--- src/rtl/conc_obs_recorder_if.sv ---
// Observe-strobe capture inputs and valid/ready drain port of conc_obs_recorder.
interface conc_obs_recorder_if #(
  parameter int DATA_W = 8,
  parameter int CYC_W  = 16
);
  logic                    obs;
  logic [DATA_W-1:0]       dut_out;
  logic                    rd_valid;
  logic                    rd_ready;
  logic [CYC_W+DATA_W-1:0] rd_data;

  modport master (output obs, dut_out, rd_ready, input  rd_valid, rd_data);
  modport slave  (input  obs, dut_out, rd_ready, output rd_valid, rd_data);
endinterface

--- src/rtl/conc_obs_recorder.sv ---
// Records {cycle, data} for every observe strobe seen in RUN into a FIFO drained by valid/ready.
// Optional feature macro CONC_OBS_DEDUP_EN: suppress captures repeating the last accepted data.
module conc_obs_recorder #(
  parameter int DATA_W       = 8,
  parameter int CYC_W        = 16,
  parameter int DEPTH        = 16,
  parameter bit STOP_ON_FULL = 1'b0
) (
  input  logic                   clk,
  input  logic                   rst_n,
  input  logic                   start_i,
  input  logic                   stop_i,
  input  logic                   clear_i,
  conc_obs_recorder_if.slave     bus,
  output logic [$clog2(DEPTH):0] level_o,
  output logic                   running_o,
  output logic                   overflow_o,
  output logic [7:0]             drop_cnt_o
);
  localparam int AW = $clog2(DEPTH);
  localparam int RW = CYC_W + DATA_W;

  typedef enum logic [1:0] {S_IDLE, S_RUN, S_HALT} state_e;
  typedef logic [AW:0]      cnt_t;
  typedef logic [CYC_W-1:0] cyc_t;

  state_e        state_q, state_d;
  cyc_t          cyc_q, cyc_d;
  cnt_t          wr_cnt_q, wr_cnt_d, rd_cnt_q, rd_cnt_d;
  logic [RW-1:0] head_q, head_d;
  logic          overflow_q, overflow_d;
  logic [7:0]    drop_q, drop_d;
  logic [RW-1:0] mem [DEPTH];

  cnt_t          level;
  logic          full, pop, dup, attempt, accept, drop;
  logic [RW-1:0] wdata;

  assign level   = wr_cnt_q - rd_cnt_q;
  assign full    = (level == cnt_t'(DEPTH));
  assign pop     = bus.rd_valid && bus.rd_ready && !clear_i;
  assign attempt = running_o && bus.obs && !clear_i && !dup;
  // A full FIFO still takes the capture when the head leaves in the same cycle.
  assign accept  = attempt && (!full || pop);
  assign drop    = attempt && !accept;
  assign wdata   = {cyc_q, bus.dut_out};

`ifdef CONC_OBS_DEDUP_EN
  logic              last_vld_q;
  logic [DATA_W-1:0] last_data_q;

  assign dup = last_vld_q && (bus.dut_out == last_data_q);

  always_ff @(posedge clk or negedge rst_n) begin
    if (!rst_n) begin
      last_vld_q  <= 1'b0;
      last_data_q <= '0;
    end else if (clear_i) begin
      last_vld_q  <= 1'b0;
    end else if (accept) begin
      last_vld_q  <= 1'b1;
      last_data_q <= bus.dut_out;
    end
  end
`else
  assign dup = 1'b0;
`endif

  always_comb begin
    // NOTE: every signal gets a default first so no path through this block infers a latch.
    state_d    = state_q;
    cyc_d      = cyc_q;
    wr_cnt_d   = wr_cnt_q + cnt_t'(accept);
    rd_cnt_d   = rd_cnt_q + cnt_t'(pop);
    overflow_d = overflow_q | drop;
    drop_d     = drop_q;
    head_d     = head_q;

    if (drop && drop_q != 8'hFF) drop_d = drop_q + 8'd1;

    case (state_q)
      S_IDLE: if (start_i) state_d = S_RUN;
      S_RUN: begin
        cyc_d = cyc_q + cyc_t'(1);
        if (stop_i || (STOP_ON_FULL && drop)) state_d = S_HALT;
      end
      S_HALT: if (start_i) state_d = S_RUN;
      default: state_d = S_IDLE;
    endcase

    if (clear_i) begin
      state_d    = S_IDLE;
      cyc_d      = '0;
      wr_cnt_d   = '0;
      rd_cnt_d   = '0;
      overflow_d = 1'b0;
      drop_d     = '0;
      head_d     = '0;
    end else if (wr_cnt_d != rd_cnt_d) begin
      // Next head is the entry being written now when the FIFO would otherwise be empty.
      head_d = (accept && rd_cnt_d[AW-1:0] == wr_cnt_q[AW-1:0]) ? wdata
                                                               : mem[rd_cnt_d[AW-1:0]];
    end
  end

  always_ff @(posedge clk or negedge rst_n) begin
    // NOTE: sequential state uses non-blocking assignments so all registers update together.
    if (!rst_n) begin
      state_q    <= S_IDLE;
      cyc_q      <= '0;
      wr_cnt_q   <= '0;
      rd_cnt_q   <= '0;
      head_q     <= '0;
      overflow_q <= 1'b0;
      drop_q     <= '0;
    end else begin
      state_q    <= state_d;
      cyc_q      <= cyc_d;
      wr_cnt_q   <= wr_cnt_d;
      rd_cnt_q   <= rd_cnt_d;
      head_q     <= head_d;
      overflow_q <= overflow_d;
      drop_q     <= drop_d;
    end
  end

  // NOTE: storage array is not reset; an entry is only read after it has been written.
  always_ff @(posedge clk) begin
    if (accept) mem[wr_cnt_q[AW-1:0]] <= wdata;
  end

  assign bus.rd_valid = (level != '0);
  assign bus.rd_data  = head_q;
  assign level_o      = level;
  assign running_o    = (state_q == S_RUN);
  assign overflow_o   = overflow_q;
  assign drop_cnt_o   = drop_q;
endmodule
--- src/flat_wrapper.sv ---
// flat-port wrapper written by rule: the top's interface ports become plain ports
module conc_obs_recorder_flat 
#(
  parameter int DATA_W       = 8,
  parameter int CYC_W        = 16,
  parameter int DEPTH        = 16,
  parameter bit STOP_ON_FULL = 1'b0
)
  (clk, rst_n, start_i, stop_i, clear_i, level_o, running_o, overflow_o, drop_cnt_o, bus_obs, bus_dut_out, bus_rd_ready, bus_rd_valid, bus_rd_data);
  conc_obs_recorder_if #(.DATA_W(DATA_W), .CYC_W(CYC_W)) bus_i ();
  input  logic clk;
  input  logic rst_n;
  input  logic start_i;
  input  logic stop_i;
  input  logic clear_i;
  output logic [$clog2(DEPTH):0] level_o;
  output logic running_o;
  output logic overflow_o;
  output logic [7:0] drop_cnt_o;
  input wire logic [$bits(bus_i.obs)-1:0] bus_obs;
  input wire logic [$bits(bus_i.dut_out)-1:0] bus_dut_out;
  input wire logic [$bits(bus_i.rd_ready)-1:0] bus_rd_ready;
  output wire logic [$bits(bus_i.rd_valid)-1:0] bus_rd_valid;
  output wire logic [$bits(bus_i.rd_data)-1:0] bus_rd_data;
  assign bus_i.obs = bus_obs;
  assign bus_i.dut_out = bus_dut_out;
  assign bus_i.rd_ready = bus_rd_ready;
  assign bus_rd_valid = bus_i.rd_valid;
  assign bus_rd_data = bus_i.rd_data;
  conc_obs_recorder #(.DATA_W(DATA_W), .CYC_W(CYC_W), .DEPTH(DEPTH), .STOP_ON_FULL(STOP_ON_FULL)) u_core (.clk(clk), .rst_n(rst_n), .start_i(start_i), .stop_i(stop_i), .clear_i(clear_i), .bus(bus_i), .level_o(level_o), .running_o(running_o), .overflow_o(overflow_o), .drop_cnt_o(drop_cnt_o));
endmodule
--- config.mk ---
export PLATFORM = sky130hd
export DESIGN_NAME = conc_obs_recorder_flat
export DESIGN_NICKNAME = d
export VERILOG_FILES = /design/src/rtl/conc_obs_recorder_if.sv /design/src/rtl/conc_obs_recorder.sv /design/src/flat_wrapper.sv
export SDC_FILE = /design/constraint.sdc
export NUM_CORES = 1
export LEC_CHECK = 0
export ABC_AREA = 1
export CAP_MARGIN = 20
export CORE_UTILIZATION = 52
export DETAILED_ROUTE_END_ITERATION = 10
export PLACE_DENSITY = 0.75
export SLEW_MARGIN = 20
export SYNTH_ARGS = -nofsm -noshare
export SYNTH_HDL_FRONTEND = slang
export SYNTH_SLANG_ARGS = --single-unit
--- constraint.sdc ---
create_clock -name clk -period 3.2 [get_ports clk]
set_clock_uncertainty 0.15 [all_clocks]
set_input_delay 0.64 -clock clk [delete_from_list [all_inputs] [get_ports clk]]
set_output_delay 0.64 -clock clk [all_outputs]
set_load 0.02 [all_outputs]
Yosys cells after proc, flatten, opt, wreduce, memory -nomap -nowiden
Memory sizes are Yosys's and may differ from the RTL's.
Cells that the tools add are included.

cells by class
  add/subtract/negate cells = 5
  equal/unequal tests = 8
  muxes and demuxes = 16
  bitwise operators = 1
  reduce and logical (&&, ||, !) cells = 19

operators by type and width
  kind                   number
  $mux 24                3
  $mux 16                2
  $add 16x1->16 const B  1
  $mux 8                 2
  $add 5x1->5            2
  $mux 5                 2
  $add 8x1->8 const B    1
  $logic_and 1x1->1      8
  $ne 8x8->1 const B     1
  $mux 2                 3
  $reduce_bool 2->1      3
  $eq 5x5->1 const B     1
  $ne 5x5->1             1
  $reduce_bool 5->1      1
  $sub 5x5->5            1
  $eq 4x4->1             1
  $pmux 2 s2             1
  $logic_not 1->1        3
  $mux 1                 3
  $ne 3x1->1 const B     1
  $ne 3x3->1 const B     1
  $eq 2x1->1 const B     1
  $eq 2x2->1 const B     1
  $logic_not 2->1        1
  4 further kinds        4

word-level totals
  bits in registers = 61
  RAM bits = 384
  input port bits = 15
  output and inout bits = 40
  word-level logic and storage cells = 57
  memories kept = 1

memory list
  memory      words  bits a word  rd ports  clocked after memory_dff  wr ports  RTL line                 source
  u_core.mem  16     24           1         0                         1         conc_obs_recorder.sv:33  logic [RW-1:0] mem [DEPTH];

Depth between registers and ports, before layout
Gate-level depths: netlist of run 1.

  word-level depth = 11
  depth in mapped cells = 25
  depth with buffers taken out = 24

Worst setup path before layout of run 1
Ideal clock, no wire load.

  path type = register -> register
  from = reg u_core.wr_cnt_q[0]
  to = reg u_core.head_q[14] (netlist: u_core.bus.rd_data[14])
  library setup time = 0.118 ns
  arrival time = 3.484 ns
  data required time = 2.932 ns
  slack = -0.552 ns
  stages on the path, launching flop included = 24
  buffers on the path = 3
  period minus slack after synthesis = 3.752 ns
  path through = dfrtp_1 inv_1 ha_1 inv_1 fa_1 nor2_1 nand2_1 nor2_2 nand2_1 nand2_1 nor2_1 ha_1 ha_1 buf_2 inv_1 buf_2 clkbuf_1 nand3_1 nand3_1 nand3_1 nand2_1 nand2_1 nand3_1 nand2_1

between the ends
  word-level cells in the longest chain between the ends = 10
  elaborated cells between the ends (all ways) = 18
  those cells by class = add/sub (3); eq/ne (3); mux (3); reduce/logical (8); memory (1)

ends and longest elaborated chain
  item                                                                   RTL line                  source
  start: declaration                                                     conc_obs_recorder.sv:29   cnt_t wr_cnt_q, wr_cnt_d, rd_cnt_q, rd_cnt_d;
  start signal: assignment                                               conc_obs_recorder.sv:119  wr_cnt_q <= wr_cnt_d;
  $sub 5x5->5 *                                                          conc_obs_recorder.sv:39   assign level = wr_cnt_q - rd_cnt_q;
  named net level_o[1]                                                   flat_wrapper.sv:16        output logic [$clog2(DEPTH):0] level_o;
  $reduce_bool 5->1 *                                                    conc_obs_recorder.sv:132  assign bus.rd_valid = (level != '0);
  named net bus_rd_valid                                                 flat_wrapper.sv:23        output wire logic [$bits(bus_i.rd_valid)-1:0] bus_rd_valid;
  $logic_and 1x1->1 * (2 in series)                                      conc_obs_recorder.sv:41   assign pop = bus.rd_valid && bus.rd_ready && !clear_i;
  parallel branches: the longest is 6 deep, another holds $mem_v2 16x24  --
  end signal: assignment                                                 conc_obs_recorder.sv:113  head_q <= '0;
  end signal: assignment                                                 conc_obs_recorder.sv:121  head_q <= head_d;
  end: declaration                                                       conc_obs_recorder.sv:30   logic [RW-1:0] head_q, head_d;

Mark *: on every way through the listed nets, which the timed path passes. The select of a mux whose other input is x is not followed.
A chain may end at the register's enable or synchronous reset.

Worst setup path in the final report of run 1
  from = reg u_core.wr_cnt_q[0]
  to = reg u_core.head_q[12] (netlist: u_core.bus.rd_data[12])

between the ends
  word-level cells in the longest chain between the ends = 10
  elaborated cells between the ends (all ways) = 18
  those cells by class = add/sub (3); eq/ne (3); mux (3); reduce/logical (8); memory (1)

ends and longest elaborated chain
  item
  parallel branches: the longest is 10 deep, another holds $mem_v2 16x24

Several ways; the timed one is not identified. The select of a mux whose other input is x is not followed.

==> flow_metrics.env, run 1 <==
export IMPL_final_area_sq_um=23320
export IMPL_synth_top_area_share_pct=60.83
export IMPL_finalMaxSlewViolations=0
export IMPL_dp_hpwl_um=30910
export IMPL_drt_iter0_drc=1540
export IMPL_p_per_area_nw_per_um2=821.7
export IMPL_worstSetupStartpointType="flop"
export IMPL_fin_ws_ns=-0.2837
export IMPL_die_width_um=192.9
export IMPL_async_flop_share_pct=13.71
export IMPL_netlist_area_sq_um=18960
export IMPL_grt_pass1_vias=13500
export IMPL_synth_top_family_by_area="simple AND/OR/NAND/NOR gates"
export IMPL_gr_total_overflow=0
export IMPL_clk_pin_slew_ns=0.06
export IMPL_fillers=2519
export IMPL_post_synth_top_count_cell="nand2_1"
export IMPL_layout_min_cycle_time_ns=3.484
export IMPL_hold_end="u_core.overflow_o$_DFF_PN0_"
export IMPL_start_util_pct=53.04
export IMPL_whs_ns=0.3543
export IMPL_grt_start_max_net_pins=65
export IMPL_finalSetupViolCount=25
export IMPL_core_area_sq_um=35740
export IMPL_totalWireLength_um=53060
export IMPL_hp_class="reg -> reg"
export IMPL_tightest_slew_ns=0.7871
export IMPL_synth_cell_types=32
export IMPL_synth_common_cells="474 x nand2_1, 384 x edfxtp_1, 347 x nand3_1, 106 x nor2_1, 82 x inv_1"
export IMPL_cts_sinks=445
export IMPL_r2r_slack_ns=-0.28
export IMPL_clock_path_buffers=3
export IMPL_crit_type="reg -> reg"
export IMPL_clock_root_buffer="clkbuf_16"
export IMPL_place_area_sq_um=21260
export IMPL_path_max_fanout=6
export IMPL_place_inst=2286
export IMPL_dieArea_sq_um=37220
export IMPL_antenna_found_initial=1
export IMPL_critPathCaptureType="flop"
export IMPL_fin_util_pct=65.23
export IMPL_ys_top_cells_by_area="edfxtp_1 61%, nand2_1 9.4%, nand3_1 9.2%"
export IMPL_fmax_mhz=287.0
export IMPL_io_buffers=54
export IMPL_grt_pass1_wl_um=77850
export IMPL_max_vdd_ir_drop_v=0.0007241
export IMPL_worstPathArrival_ns=3.83
export IMPL_ctsHtreeMaxLevel=2
export IMPL_routed_via_density=5.890
export IMPL_holdPathStages=2
export IMPL_ioPinCount=55
export IMPL_drive_gt1_share_pct=15.85
export IMPL_reg2reg_from="u_core.wr_cnt_q[0]$_DFF_PN0_"
export IMPL_rows=69
export IMPL_synth_fa_ha_area_share_pct=0.7656
export IMPL_ys_seq_area_share_pct=68.88
export IMPL_multi_input_area_sq_um=5544
export IMPL_hold_viol=0
export IMPL_grt_use_total_pct=28.21
export IMPL_timing_final_crit_share_pct=108.9
export IMPL_firstDrtPassIters=9
export IMPL_p_leak_nw=8.999
export IMPL_synth_top_area_cell="edfxtp_1"
export IMPL_min_from="u_core.overflow_o$_DFF_PN0_"
export IMPL_drcViolationCount=7
export IMPL_tritoncts="yes"
export IMPL_stdcell_count=2393
export IMPL_reg2reg_depth=24
export IMPL_ant_nets=0
export IMPL_ys_seq_elements=445
export IMPL_yosysWarnings=0
export IMPL_worstPathRequired_ns=3.55
export IMPL_synth_xor_area_share_pct=0.3696
export IMPL_synth_simple_area_share_pct=23.21
export IMPL_syn_avg_cell_area_sq_um=10.85
export IMPL_max_cap_violations=0
export IMPL_synth_edf_count=384
export IMPL_die_height_um=192.9
export IMPL_rsz0062_at_grt="true"
export IMPL_ys_flop_type="edfxtp_1"
export IMPL_syn_to_final_growth_pct=23.00
export IMPL_routabilityCongestion=0.8933
export IMPL_status="finished with violations"
export IMPL_synthCells=1747
export IMPL_wire_per_inst_um=22.17
export IMPL_violations="design-rule violations, negative setup slack"
export IMPL_r2r_end="u_core.bus.rd_data[12]$_DFFE_PN0P_"
export IMPL_vias=14100
export IMPL_relSlewSlack_pct=47.47
export IMPL_muxShareOfSynthArea_pct=0
export IMPL_worstSkewPairLatency_ns=0.57
export IMPL_synth_fp_nets=1773
export IMPL_regArea_sq_um=13060
export IMPL_synth_compound_area_share_pct=2.614
export IMPL_fin_nets=1922
export IMPL_numCtsBuffers=44
==> through the flow <==
step	power (W)	setup TNS, ns	worst slack (ns)
final	0.01916	-5.927	-0.2837
after global routing	0.02008	-8.582	-0.3923
after CTS	0.01851	-3.572	-0.1643
after detailed placement	0.01328	-8.442	-0.3937
after global placement	0.01310	-5.961	-0.2574
after floorplan	0.01085	-5.857	-0.2567
==> worst max-delay path by stage <==
| stage | from | to | slack [ns] | cells past startpoint |
|---|---|---|---|---|
| 3_5_place_dp | u_core.wr_cnt_q[0]$_DFF_PN0_ | u_core.bus.rd_data[15]$_DFFE_PN0P_ | -0.39 | 23 |
| 5_1_grt | u_core.wr_cnt_q[0]$_DFF_PN0_ | u_core.bus.rd_data[5]$_DFFE_PN0P_ | -0.39 | 24 |
| 4_1_cts | u_core.rd_cnt_q[0]$_DFF_PN0_ | u_core.bus.rd_data[10]$_DFFE_PN0P_ | -0.16 | 21 |
| 6_report | u_core.wr_cnt_q[0]$_DFF_PN0_ | u_core.bus.rd_data[12]$_DFFE_PN0P_ | -0.28 | 24 |
| 2_1_floorplan | u_core.wr_cnt_q[0]$_DFF_PN0_ | u_core.bus.rd_data[10]$_DFFE_PN0P_ | -0.26 | 22 |
| 3_3_place_gp | u_core.wr_cnt_q[0]$_DFF_PN0_ | u_core.bus.rd_data[3]$_DFFE_PN0P_ | -0.26 | 21 |
==> final cells by class <==
type                       count  share of cell area (%)
clock inverter                21                  0.6869
multi-input combinational   1116                   23.78
timing repair buffer         201                   10.46
inverter                      88                   1.470
tap                          461                   2.474
clock buffer                  60                   5.114
antenna                        1                 0.01073
sequential                   445                   56.00
==> worst max-delay path, stage by stage, from the launching register on <==
cell and delay (ns):
dfrtp_1 0.39, inv_2 0.08, ha_4 0.12, inv_2 0.04, fa_2 0.42, nand3_2 0.10
nand2_1 0.06, nand2_1 0.11, nand2_2 0.11, nand2_2 0.10, nand2_2 0.07, nor2_4 0.13
ha_4 0.15, ha_4 0.18, nand3_4 0.11, xor2_4 0.20, inv_1 0.07, nand2_1 0.07
nand2_2 0.08, nor2_4 0.05, buf_12 0.13, nor2_4 0.18, buf_12 0.16, nand3_2 0.09
nand2_1 0.07
==> routing by layer <==
| metal | vias to the layer above | share of wire, % | global-route usage [%] |
|---|---|---|---|
| met5 | - | 0 | 0 |
| met4 | 0 | 4.0 | 12.53 |
| met3 | 142 | 9.1 | 4.561 |
| met2 | 736 | 49 | 46.83 |
| met1 | 6844 | 38 | 36.74 |
| li1 | 6373 | - | - |
==> layout by cell type, fill, tap and decap left out, types with 24 or more instances in the layout <==
cell / count
nor2_1: 85
nand4_1: 39
buf_4: 81
nor2_4: 24
nand2_1: 463
clkbuf_16: 51
nand3_1: 327
o21ai_0: 63
inv_1: 78
dfrtp_1: 61
a21oi_1: 30
edfxtp_1: 384
buf_12: 45
clkdlybuf4s50_1: 48
==> kinds of logic after synthesis <==
kind of cell / count (synthesis)
fa+ha+maj: 11
buf+inv: 187
compound gates: 99
simple gates: 997
flops: 445
xor+xnor: 8
==> flip-flops by register name (all words and copies together) (netlist names) <==
register	cells
u_core.state_q	2
u_core.overflow_o	1
u_core.bus.rd_data	24
u_core.rd_cnt_q	5
u_core.mem	384
u_core.cyc_q	16
u_core.wr_cnt_q	5
u_core.drop_cnt_o	8
==> what timing repair did <==
action | 4_1_cts | 5_1_grt
hold endpoints to repair | 20 | 0
buffers inserted | 9 | 7
gates resized for setup | 43 | 52
pin swaps | 14 | 27
setup endpoints to repair | 28 | 27
cloned | 4 | 5
hold buffers | 1 | 0
==> power by group <==
part	internal (W)	switching (W)	total, W	leakage [nW]
combinational	0.00306	0.00464	0.00770	3.98
clock	0.00278	0.00213	0.00491	0.661
sequential	0.00640	0.000143	0.00654	4.35
Power figures use the tool's default switching activity.
==> run 2, diff against run 1 <==
GPL_ROUTABILITY_DRIVEN = 0   (was unset)
PLACE_DENSITY = 0.72   (was 0.75)
clock period = 3.3 ns   (was 3.2 ns; I/O delays follow)
==> flow_metrics.env, run 2 (synthesis gave the netlist of run 1 again) <==
export IMPL_critPathCaptureType="flop"
export IMPL_fin_nets=1921
export IMPL_drcViolationCount=4
export IMPL_die_width_um=192.9
export IMPL_start_util_pct=53.04
export IMPL_place_inst=2284
export IMPL_fin_ws_ns=-0.2593
export IMPL_crit_type="reg -> reg"
export IMPL_dp_hpwl_um=29640
export IMPL_worstPathArrival_ns=3.85
export IMPL_worstSetupStartpointType="flop"
export IMPL_dieArea_sq_um=37220
export IMPL_ioPinCount=55
export IMPL_clock_root_buffer="clkbuf_16"
export IMPL_drt_iter0_drc=1450
export IMPL_max_cap_violations=0
export IMPL_layout_min_cycle_time_ns=3.559
export IMPL_gr_total_overflow=0
export IMPL_cpPeakStageDelay_ns=0.41
export IMPL_finalSetupViolCount=25
export IMPL_relSlewSlack_pct=44.37
export IMPL_drive_gt1_share_pct=18.13
export IMPL_stdcell_count=2392
export IMPL_grt_start_max_net_pins=62
export IMPL_vias=14050
export IMPL_status="finished with violations"
export IMPL_hp_class="in -> async"
export IMPL_p_leak_nw=9.033
export IMPL_worstSkewPairLatency_ns=0.56
export IMPL_antenna_found_initial=0
export IMPL_tritoncts="yes"
export IMPL_tns_ns=-5.557
export IMPL_ant_nets=0
export IMPL_switching_share_pct=35.87
export IMPL_core_area_sq_um=35740
export IMPL_io_buffers=54
export IMPL_p_per_area_nw_per_um2=813.0
export IMPL_syn_to_final_growth_pct=24.23
export IMPL_clock_path_buffers=3
export IMPL_worstPathRequired_ns=3.59
export IMPL_seq_power_share_pct=33.0
export IMPL_numCtsBuffers=44
export IMPL_firstDrtPassIters=8
export IMPL_final_cell_mix="436 x nand2_1, 384 x edfxtp_1, 319 x nand3_1"
export IMPL_cts_sinks=445
export IMPL_wire_per_inst_um=21.99
export IMPL_largest_reg_flops=384
export IMPL_final_common_cell="nand2_1"
export IMPL_violations="design-rule violations, negative setup slack"
export IMPL_path_max_fanout=6
export IMPL_path_delay_family="simple AND/OR/NAND/NOR gates"
export IMPL_hold_viol=0
export IMPL_totalWireLength_um=52600
export IMPL_finalMaxSlewViolations=0
export IMPL_fin_util_pct=65.89
export IMPL_crit_buf_inv=5
export IMPL_max_vdd_ir_drop_v=0.0005714
export IMPL_die_height_um=192.9
export IMPL_timing_final_crit_share_pct=107.9
export IMPL_cp_slowest_cell="fa_2"
export IMPL_n_antenna_cell=0
export IMPL_rsz0062_at_grt="true"
export IMPL_tightest_slew_ns=0.8344
export IMPL_grt_pass1_vias=13560
export IMPL_clock_power_share_pct=26.4
export IMPL_routed_via_density=5.875
export IMPL_intPower_w=0.01228
export IMPL_power_frac_comb_pct=40.6
export IMPL_switchingPower_w=0.006869
export IMPL_grt_pass1_wl_um=78430
export IMPL_clk_pin_slew_ns=0.07
export IMPL_fmax_mhz=281.0
export IMPL_ctsHtreeMaxLevel=2
export IMPL_rows=69
export IMPL_crit_chain="inv_2, ha_4, inv_4, fa_2, xnor2_2, nand2_2, nor2_4, buf_6, a21oi_4, ha_4, ha_4, inv_1, a21oi_2, nand3_2, nor2_2, nand3_2, nor2_4, nor2_4, buf_12, nand3_2, nand2_1"
export IMPL_grt_use_total_pct=28.35
run 2: cell types whose count changed in the layout (fill, tap and decap cells not counted), moves of 8 or more:
cell     delta
nand2_1    -27
o21ai_1    +11
o21ai_0    -11
nand2_2    +26
nand3_2     +9
nand3_1     -8
run 2: layer usage:
layer | routed length, um | GRT usage (%)
met5 | 0 | 0
met3 | 4511 | 5.575
met1 | 20180 | 36.65
met4 | 2060 | 11.99
met2 | 25850 | 46.88
run 2: power by group through the flow:
| stage | logic, W | registers [W] | clock network, W |
|---|---|---|---|
| global route | 0.00842 | 0.00633 | 0.00533 |
| finish | 0.00777 | 0.00632 | 0.00506 |
| CTS | 0.00752 | 0.00632 | 0.00510 |
| floorplan | 0.00431 | 0.00653 | 0 |
| detailed placement | 0.00660 | 0.00643 | 0 |
| global placement | 0.00645 | 0.00644 | 0 |
run 2: final timing paths:
| check | startpoint | end | slack [ns] | depth (start not counted) |
|---|---|---|---|---|
| max | u_core.wr_cnt_q[0]$_DFF_PN0_ | u_core.bus.rd_data[13]$_DFFE_PN0P_ | -0.26 | 21 |
| min | rst_n | u_core.wr_cnt_q[4]$_DFF_PN0_ | 0.13 | 2 |
| max reg2reg | u_core.wr_cnt_q[0]$_DFF_PN0_ | u_core.bus.rd_data[13]$_DFFE_PN0P_ | -0.26 | 21 |
| min reg2reg | u_core.bus.rd_data[7]$_DFFE_PN0P_ | u_core.bus.rd_data[7]$_DFFE_PN0P_ | 0.34 | 2 |
| max in group asynchronous | rst_n | u_core.drop_cnt_o[4]$_DFFE_PN0P_ | 2.31 | 2 |
| min in group clk | u_core.bus.rd_data[7]$_DFFE_PN0P_ | u_core.bus.rd_data[7]$_DFFE_PN0P_ | 0.34 | 2 |
run 2: stage by stage:
stage / worst slack, ns / hold WS (ns) / cell area (sq um) / power, W
finish: -0.2593 / 0.1268 / 23550 / 0.01915
global route: -0.3606 / 0.1963 / 23550 / 0.02008
CTS: -0.1097 / 0.1422 / 23340 / 0.01894
detailed placement: -0.5201 / 0.3212 / 21360 / 0.01303
global placement: -0.3773 / 0.3154 / 21360 / 0.01288
floorplan: -0.2573 / 0.2144 / 19300 / 0.01084
run 2: cell type report:
class / count / area [sq um]
well taps: 461 / 576.8
clock inverters: 26 / 261.5
flip-flops and latches: 445 / 13060
fillers: 2563 / 12190
clock buffers: 56 / 1189
inverters: 88 / 337.8
multi-input cells: 1116 / 5672
repair buffers: 200 / 2456
run 2: timing repair:
action / 4_1_cts / 5_1_grt
setup endpoints to repair: 27 / 42
resized for setup: 50 / 61
gates cloned: 6 / 2
pin swaps: 30 / 33
setup buffers: 19 / 2
hold buffers: 0 / 0
